<file path="config.mk">
export PLATFORM = sky130hd
export DESIGN_NAME = gpca_loader
export DESIGN_NICKNAME = d
export VERILOG_FILES = /design/src/rtl/gpca_pkg.sv /design/src/rtl/gpca_loader.sv
export SDC_FILE = /design/constraint.sdc
export NUM_CORES = 1
export LEC_CHECK = 0
export ABC_AREA = 0
export BUFFER_PORTS_ARGS = -buffer_cell sky130_fd_sc_hd__buf_2
export CAP_MARGIN = 10
export CORE_ASPECT_RATIO = 0.75
export CORE_UTILIZATION = 40
export DETAILED_ROUTE_END_ITERATION = 12
export PLACE_DENSITY = 0.67
export REMOVE_ABC_BUFFERS = 1
export SLEW_MARGIN = 5
export SYNTH_ARGS = -nofsm -noshare
export SYNTH_HDL_FRONTEND = slang
export SYNTH_SLANG_ARGS = --single-unit
</file>
<file path="constraint.sdc">
create_clock -name clk -period 2 [get_ports clk]
set_input_delay 0.3 -clock clk [delete_from_list [all_inputs] [get_ports clk]]
set_output_delay 0.3 -clock clk [all_outputs]
set_load 0.1 [all_outputs]
</file>
<file path="src/rtl/gpca_pkg.sv">
// Shared constants and types for the gpca cellular-array front end.
package gpca_pkg;

  localparam int unsigned GPCA_ROWS = 9;
  localparam int unsigned GPCA_AW   = 18;
  localparam int unsigned GPCA_BW   = 19;

  // Operand beat order on the input stream.
  localparam logic [1:0] BEAT_A = 2'd0;
  localparam logic [1:0] BEAT_B = 2'd1;
  localparam logic [1:0] BEAT_C = 2'd2;
  localparam logic [1:0] BEAT_P = 2'd3;

  typedef enum logic [1:0] {
    LOAD   = 2'd0,
    SETTLE = 2'd1,
    HOLD   = 2'd2
  } gpca_state_e;

endpackage

</file>
<file path="src/rtl/gpca_loader.sv">
// Operand sequencer and result capture for the combinational gpca array.
// Four operand beats (A, B, C, P/X) are loaded into registers driving the
// array, the array is allowed SETTLE_CYC cycles to settle, then F/S are
// captured and offered on a valid/ready output stream.
// Optional feature: define GPCA_LOADER_PARITY_EN to add the out_par output.
module gpca_loader
  import gpca_pkg::*;
#(
  parameter int unsigned SETTLE_CYC = 2
) (
  input  logic                 clk,
  input  logic                 rst,
  input  logic                 in_valid,
  output logic                 in_ready,
  input  logic [19:0]          in_data,
  output logic                 g_x,
  output logic [GPCA_ROWS-1:0] g_p,
  output logic [GPCA_AW-1:0]   g_a,
  output logic [GPCA_BW-1:0]   g_b,
  output logic [GPCA_BW-1:0]   g_c,
  input  logic [GPCA_ROWS-1:0] g_f,
  input  logic [GPCA_BW-1:0]   g_s,
  output logic                 out_valid,
  input  logic                 out_ready,
  output logic [GPCA_ROWS-1:0] out_f,
  output logic [GPCA_BW-1:0]   out_s
`ifdef GPCA_LOADER_PARITY_EN
  ,
  output logic                 out_par
`endif
);

  localparam logic [3:0] SETTLE_INIT = 4'(SETTLE_CYC - 1);

  gpca_state_e          state_q, state_d;
  logic [1:0]           beat_q, beat_d;
  logic [3:0]           settle_q, settle_d;
  logic                 in_ready_q, in_ready_d;
  logic                 g_x_q, g_x_d;
  logic [GPCA_ROWS-1:0] g_p_q, g_p_d;
  logic [GPCA_AW-1:0]   g_a_q, g_a_d;
  logic [GPCA_BW-1:0]   g_b_q, g_b_d;
  logic [GPCA_BW-1:0]   g_c_q, g_c_d;
  logic                 out_valid_q, out_valid_d;
  logic [GPCA_ROWS-1:0] out_f_q, out_f_d;
  logic [GPCA_BW-1:0]   out_s_q, out_s_d;
`ifdef GPCA_LOADER_PARITY_EN
  logic                 out_par_q, out_par_d;
`endif

  // State, counters, array operand registers and captured result.
  always_ff @(posedge clk) begin
    if (rst) begin
      state_q     <= LOAD;
      beat_q      <= '0;
      settle_q    <= '0;
      in_ready_q  <= 1'b1;
      g_x_q       <= 1'b0;
      g_p_q       <= '0;
      g_a_q       <= '0;
      g_b_q       <= '0;
      g_c_q       <= '0;
      out_valid_q <= 1'b0;
      out_f_q     <= '0;
      out_s_q     <= '0;
`ifdef GPCA_LOADER_PARITY_EN
      out_par_q   <= 1'b0;
`endif
    end else begin
      state_q     <= state_d;
      beat_q      <= beat_d;
      settle_q    <= settle_d;
      in_ready_q  <= in_ready_d;
      g_x_q       <= g_x_d;
      g_p_q       <= g_p_d;
      g_a_q       <= g_a_d;
      g_b_q       <= g_b_d;
      g_c_q       <= g_c_d;
      out_valid_q <= out_valid_d;
      out_f_q     <= out_f_d;
      out_s_q     <= out_s_d;
`ifdef GPCA_LOADER_PARITY_EN
      out_par_q   <= out_par_d;
`endif
    end
  end

  // Next-state: beat steering in LOAD, settle countdown, output handshake.
  always_comb begin
    state_d     = state_q;
    beat_d      = beat_q;
    settle_d    = settle_q;
    g_x_d       = g_x_q;
    g_p_d       = g_p_q;
    g_a_d       = g_a_q;
    g_b_d       = g_b_q;
    g_c_d       = g_c_q;
    out_valid_d = out_valid_q;
    out_f_d     = out_f_q;
    out_s_d     = out_s_q;
`ifdef GPCA_LOADER_PARITY_EN
    out_par_d   = out_par_q;
`endif
    unique case (state_q)
      LOAD: begin
        if (in_valid && in_ready_q) begin
          beat_d = beat_q + 2'd1;
          unique case (beat_q)
            BEAT_A: g_a_d = in_data[GPCA_AW-1:0];
            BEAT_B: g_b_d = in_data[GPCA_BW-1:0];
            BEAT_C: g_c_d = in_data[GPCA_BW-1:0];
            BEAT_P: begin
              g_p_d    = in_data[GPCA_ROWS-1:0];
              g_x_d    = in_data[19];
              settle_d = SETTLE_INIT;
              state_d  = SETTLE;
            end
          endcase
        end
      end
      SETTLE: begin
        if (settle_q == '0) begin
          out_f_d     = g_f;
          out_s_d     = g_s;
          out_valid_d = 1'b1;
`ifdef GPCA_LOADER_PARITY_EN
          out_par_d   = ^{g_f, g_s};
`endif
          state_d     = HOLD;
        end else begin
          settle_d = settle_q - 4'd1;
        end
      end
      HOLD: begin
        if (out_ready) begin
          out_valid_d = 1'b0;
          state_d     = LOAD;
        end
      end
      default: state_d = LOAD;
    endcase
    // Registered ready: high exactly while the block sits in LOAD.
    in_ready_d = (state_d == LOAD);
  end

  assign in_ready  = in_ready_q;
  assign g_x       = g_x_q;
  assign g_p       = g_p_q;
  assign g_a       = g_a_q;
  assign g_b       = g_b_q;
  assign g_c       = g_c_q;
  assign out_valid = out_valid_q;
  assign out_f     = out_f_q;
  assign out_s     = out_s_q;
`ifdef GPCA_LOADER_PARITY_EN
  assign out_par   = out_par_q;
`endif

endmodule

</file>
After elaboration in Yosys (flattened, before gate mapping):

Index checks and enable logic that the tools add are counted.

* flip-flop bits (word level): 104
* bits of input ports: 52
* word-level logic and storage cells: 51

* add/sub/neg operators: 2
* equality and inequality tests: 10
* mux-type cells: 12
* reduce and logical (&&, ||, !) cells: 15

Operator list (count)
* 3-bit AND reduction: 5
* 4-bit two-way mux: 3
* 2-bit two-way mux: 4
* 2-bit inequality test (second input constant): 4
* 4-bit case mux with 2 select lines: 1
* 2-bit equality test (second input constant): 3
* 2-bit logical NOT: 3
* 2-bit case mux with 3 select lines: 1
* 2-bit by 1-bit equality test with 1-bit output (second input constant): 2
* 4-bit logical NOT: 1
* 2-bit AND reduction: 2
* 4-bit AND reduction: 1
* 2-bit nonzero test: 2
* 4-bit by 1-bit subtractor with 4-bit output (second input constant): 1
* 2-bit by 1-bit adder with 2-bit output (second input constant): 1
* 1-bit two-way mux: 2
* 2-bit by 1-bit inequality test with 1-bit output (second input constant): 1
* 1-bit case mux with 2 select lines: 1
* 1-bit logical AND: 1

Longest topological paths before layout:

* depth in word-level cells: 5
* depth in mapped cells: 7

Least setup slack after synthesis:

Ideal clock, no wire load.

* path kind: reg-to-reg
* from: reg in_ready_q, in the netlist in_ready
* to: reg g_p_q[4], in the netlist g_p[4]
* data arrival time: 1.925 ns
* required time: 1.929 ns
* setup slack: 0.004 ns
* stages on the path, launching flop included: 7
* period minus slack after synthesis: 1.996 ns
* cells stage by stage: dfxtp_1 -> nor4bb_1 -> buf_2 -> buf_4 -> buf_4 -> nand3_1 -> a21oi_1

* longest elaborated chain between the ends: 2

RTL lines
* start: declaration: line gpca_loader.sv:38 `logic in_ready_q, in_ready_d;`
* start signal: assignment: line gpca_loader.sv:73 `in_ready_q <= in_ready_d;`
* 1-bit logical AND: line gpca_loader.sv:106 `if (in_valid && in_ready_q) begin`
* 3-bit AND reduction (no source line)
* end signal: assignment: line gpca_loader.sv:75 `g_p_q <= g_p_d;`
* end: declaration: line gpca_loader.sv:40 `logic [GPCA_ROWS-1:0] g_p_q, g_p_d;`

No other way between the ends.
A chain may end at the register's enable or synchronous reset.

Final worst setup path:

* from: reg state_q[0]
* to: reg g_c_q[10], in the netlist g_c[10]

* longest elaborated chain between the ends: 2

RTL lines
* start: declaration: line gpca_loader.sv:35 `gpca_state_e state_q, state_d;`
* start signal: assignment: line gpca_loader.sv:70 `state_q <= state_d;`
* 2-bit logical NOT: line gpca_loader.sv:104 `unique case (state_q)`
* 3-bit AND reduction (no source line)
* end signal: assignment: line gpca_loader.sv:78 `g_c_q <= g_c_d;`
* end: declaration: line gpca_loader.sv:43 `logic [GPCA_BW-1:0] g_c_q, g_c_d;`

No other way between the ends.

==> metrics.md <==
| Metric | Value |
|---|---|
| Outcome | complete, no violations |
| Post-DP HPWL | 8013 µm |
| Commonest non-fill, non-tap cells in the layout | buf_2 (146), dfxtp_1 (104), a21oi_1 (101), o21ai_0 (95), nand3_1 (94) |
| Register bit total from synthesis | ~100 |
| Vias per inst | between 5 and 6 |
| Setup_tns | 0 ps |
| Final ANT Viol Nets | 0 |
| Pre-antenna DRT Iters | 7 |
| Area contributors post-synth | dfxtp_1 (51%), a21oi_1 (12%), o21ai_0 (12%) |
| Comb pwr share | between 10% and 20% |
| Initial antenna violation count | 0 |
| CP max stage delay | roughly 540 ps |
| CTS tree | done |
| Post-CTS Resized | 0 |
| Routed vias | about 4.1k |
| Fraction of final layout cells sized beyond drive strength 1 | 29.79% |
| Lkg Pwr | between 2 and 2.5 nW |
| CTS Buf Count | 9 |
| Maxcap violations | 0 |
| NetSw | around 0.0014 W |
| Nature of the critical path startpoint | flip-flop |
| Chip Height | approximately 90 µm |
| Slew headroom | about three fifths |
| PortBufs | around 150 |
| Kind of end point of the critical path | flip-flop |
| Nets | ~680 |
| Vias in the first global route | about 3.6k |
| Crit-path cells | nand4bb_2 -> buf_12 -> o21ai_0 -> a21oi_1 |
| Post-route setup slack | 332.4 ps |
| I/O pin cnt | 148 |
| # diodes | 0 |
| Root buf cell | clkbuf_16 |
| Yosys warns | 0 |
| Global-route usage over all layers | about 22% |
| Overflow after GRT | 0 |
| WL per Instance | around 16 µm |
| Post-synth top area cell | dfxtp_1 |
| Largest net degree at the start of global routing | 61 |
| Clock transition at path regs | approximately 70 ps |
| Post-placement worst setup slack | about 400 ps |
| Layout area overhead | 29.92% |
| Clock Power Share | roughly two fifths |
| Number of DRC markers in iteration 0 | between 400 and 500 |
| Internal power | about 0.0035 W |
| Power Density | 929.0 mW/mm² |
| DRC | 0 |
| Worst-Margin Slew | approximately 630 ps |
| Syn Inst Count | 491 |
| Die ar. | ~0.011 mm² |
| Final min period | around 1700 ps |
| Post-CTS Setup Inserts | 0 |
| Deepest clock path buffer count | 2 |
| Max frequency | around 0.6 GHz |
| Sequential share of power | 44.0% |
| Multi-input gate area | roughly 0.0017 mm² |
| CP required | approximately 2200 ps |
| Switching Share | approximately 29% |
| Post-cts hold buffer count | 0 |
| Routability congestion estimate | a little under 0.8 |
| Worst-Skew Late Latency | 340 ps |
| Chip width | around 120 µm |
| Critical path type | flip-flop to flip-flop |
| Final setup viols | 0 |
| Site Rows | 31 |
| Final Cycle Share | 83.38% |
| Seq/Total Area, Yosys | roughly half |
| Hold Violations, Final | 0 |
| Area share of the largest cell type after synthesis | about half |
| Storage cell area | between 0.002 and 0.0025 mm² |
| Drt total wl | between 10000 and 15000 µm |
| Filler instances | 923 |
| Final Max Slew Viols | 0 |
| Worst EP arrival | between 1500 and 2000 ps |
| Peak supply drop | around 0.53 mV |
| Clk_skew | between 6 and 7 ps |
| Crit path max fanout | 29 |
| Mean Syn Cell Area | 8.261 µm² |
| Cell area after synthesis | just over 0.004 mm² |
| Starting Density | around two fifths |
| Commonest non-fill, non-tap cell in the layout | buf_2 |
| Distinct cells, synth | 28 |
| CTS sink count | between 100 and 150 |
| Worst hold slack | approximately 200 ps |
| Core region area | just under 0.01 mm² |
| CTS H-tree lvls | 3 |
| RSZ-0062 raised after global routing | no |
| Worst Hold Class | primary input to flip-flop |
| First-pass GRT wire length | roughly 19000 µm |
| CP max-delay cell | nand4bb_2 |
==> cell usage after synthesis <==
library cell / count
inv_1: 11
or3b_1: 2
o21ai_0: 95
a31oi_1: 1
or4_1: 2
buf_1: 1
clkbuf_2: 1
dfxtp_1: 104
nor2b_1: 2
nand3b_1: 2
nor3b_1: 1
nand4bb_1: 1
a41o_1: 1
nand3_1: 94
clkbuf_1: 38
nor4bb_1: 1
o31ai_1: 1
nand2b_1: 1
o21ai_1: 2
ha_1: 6
nor4_1: 1
or2_2: 1
nand2_1: 8
buf_4: 4
a21oi_1: 101
a221oi_1: 1
a221o_1: 1
buf_2: 7
==> worst max-delay path, delay by kind of cell, from the launching register on <==
kind / cells / cell delay (ps)
buffers and inverters: 1 / 340
AOI/OAI and AO/OA: 2 / 290
DFF: 1 / 350
and+or+nand+nor: 1 / 540
==> final timing paths <==
path | to | depth (start not counted) | slack (ps) | start
setup / recovery | g_c[10] | 4 | 330 | state_q[0]
hold / removal | out_s[17] | 3 | 200 | g_s[17]
setup reg to reg | g_c[10] | 4 | 330 | state_q[0]
hold reg to reg | out_valid | 2 | 470 | out_valid
==> routing by layer <==
| layer | wire length [µm] | track usage [%] | part of all wire (%) |
|---|---|---|---|
| met1 | 5399 | 29.60 | 45 |
| met4 | 153 | 6.061 | 1.3 |
| met5 | 0 | 0 | 0 |
| met2 | 5659 | 35.56 | 47 |
| met3 | 806 | 6.186 | 6.7 |
==> flip-flops by register name, indices dropped and copies added, names as in the netlist <==
name,cells
g_b,19
out_f,9
beat_q,2
in_ready,1
out_s,19
out_valid,1
g_c,19
settle_q,4
g_p,9
g_a,18
g_x,1
state_q,2
==> cell type report <==
cell class	count	area share [%]
sequential	104	39.51
multi-input combinational	325	33.10
tap	132	3.134
timing repair buffer	167	17.33
inverter	11	0.7835
clock inverter	4	1.804
clock buffer	10	4.345
==> cell families (layout without fill, tap and decap cells) <==
logic type / Yosys count / after routing / synth area share, %
AOI/OAI and AO/OA: 203 / 203 / 25.48
adders and majority gates: 6 / 6 / 1.851
buffers and inverters: 62 / 192 / 6.354
DFF: 104 / 104 / 51.33
and+or+nand+nor: 116 / 116 / 14.99
==> power by group through the flow <==
stage               registers (W)  clock network [W]  logic (W)
floorplan                 0.00258                  0   0.000158
global placement          0.00220                  0   0.000785
detailed placement        0.00220                  0   0.000793
CTS                       0.00215            0.00198   0.000794
global route              0.00216            0.00207   0.000839
finish                    0.00216            0.00195   0.000795
==> stage by stage <==
stage               power (W)  cell area (µm²)  std cells  util, %
floorplan            0.002735             3840        440        -
global placement     0.002983             4946        739    50.80
detailed placement   0.002994             4946        739    50.80
CTS                  0.004933             5270        753    54.13
global route         0.005070             5270        753    54.13
finish               0.004896             5270        753    54.13
No activity file was read; power rests on OpenSTA's default activity.
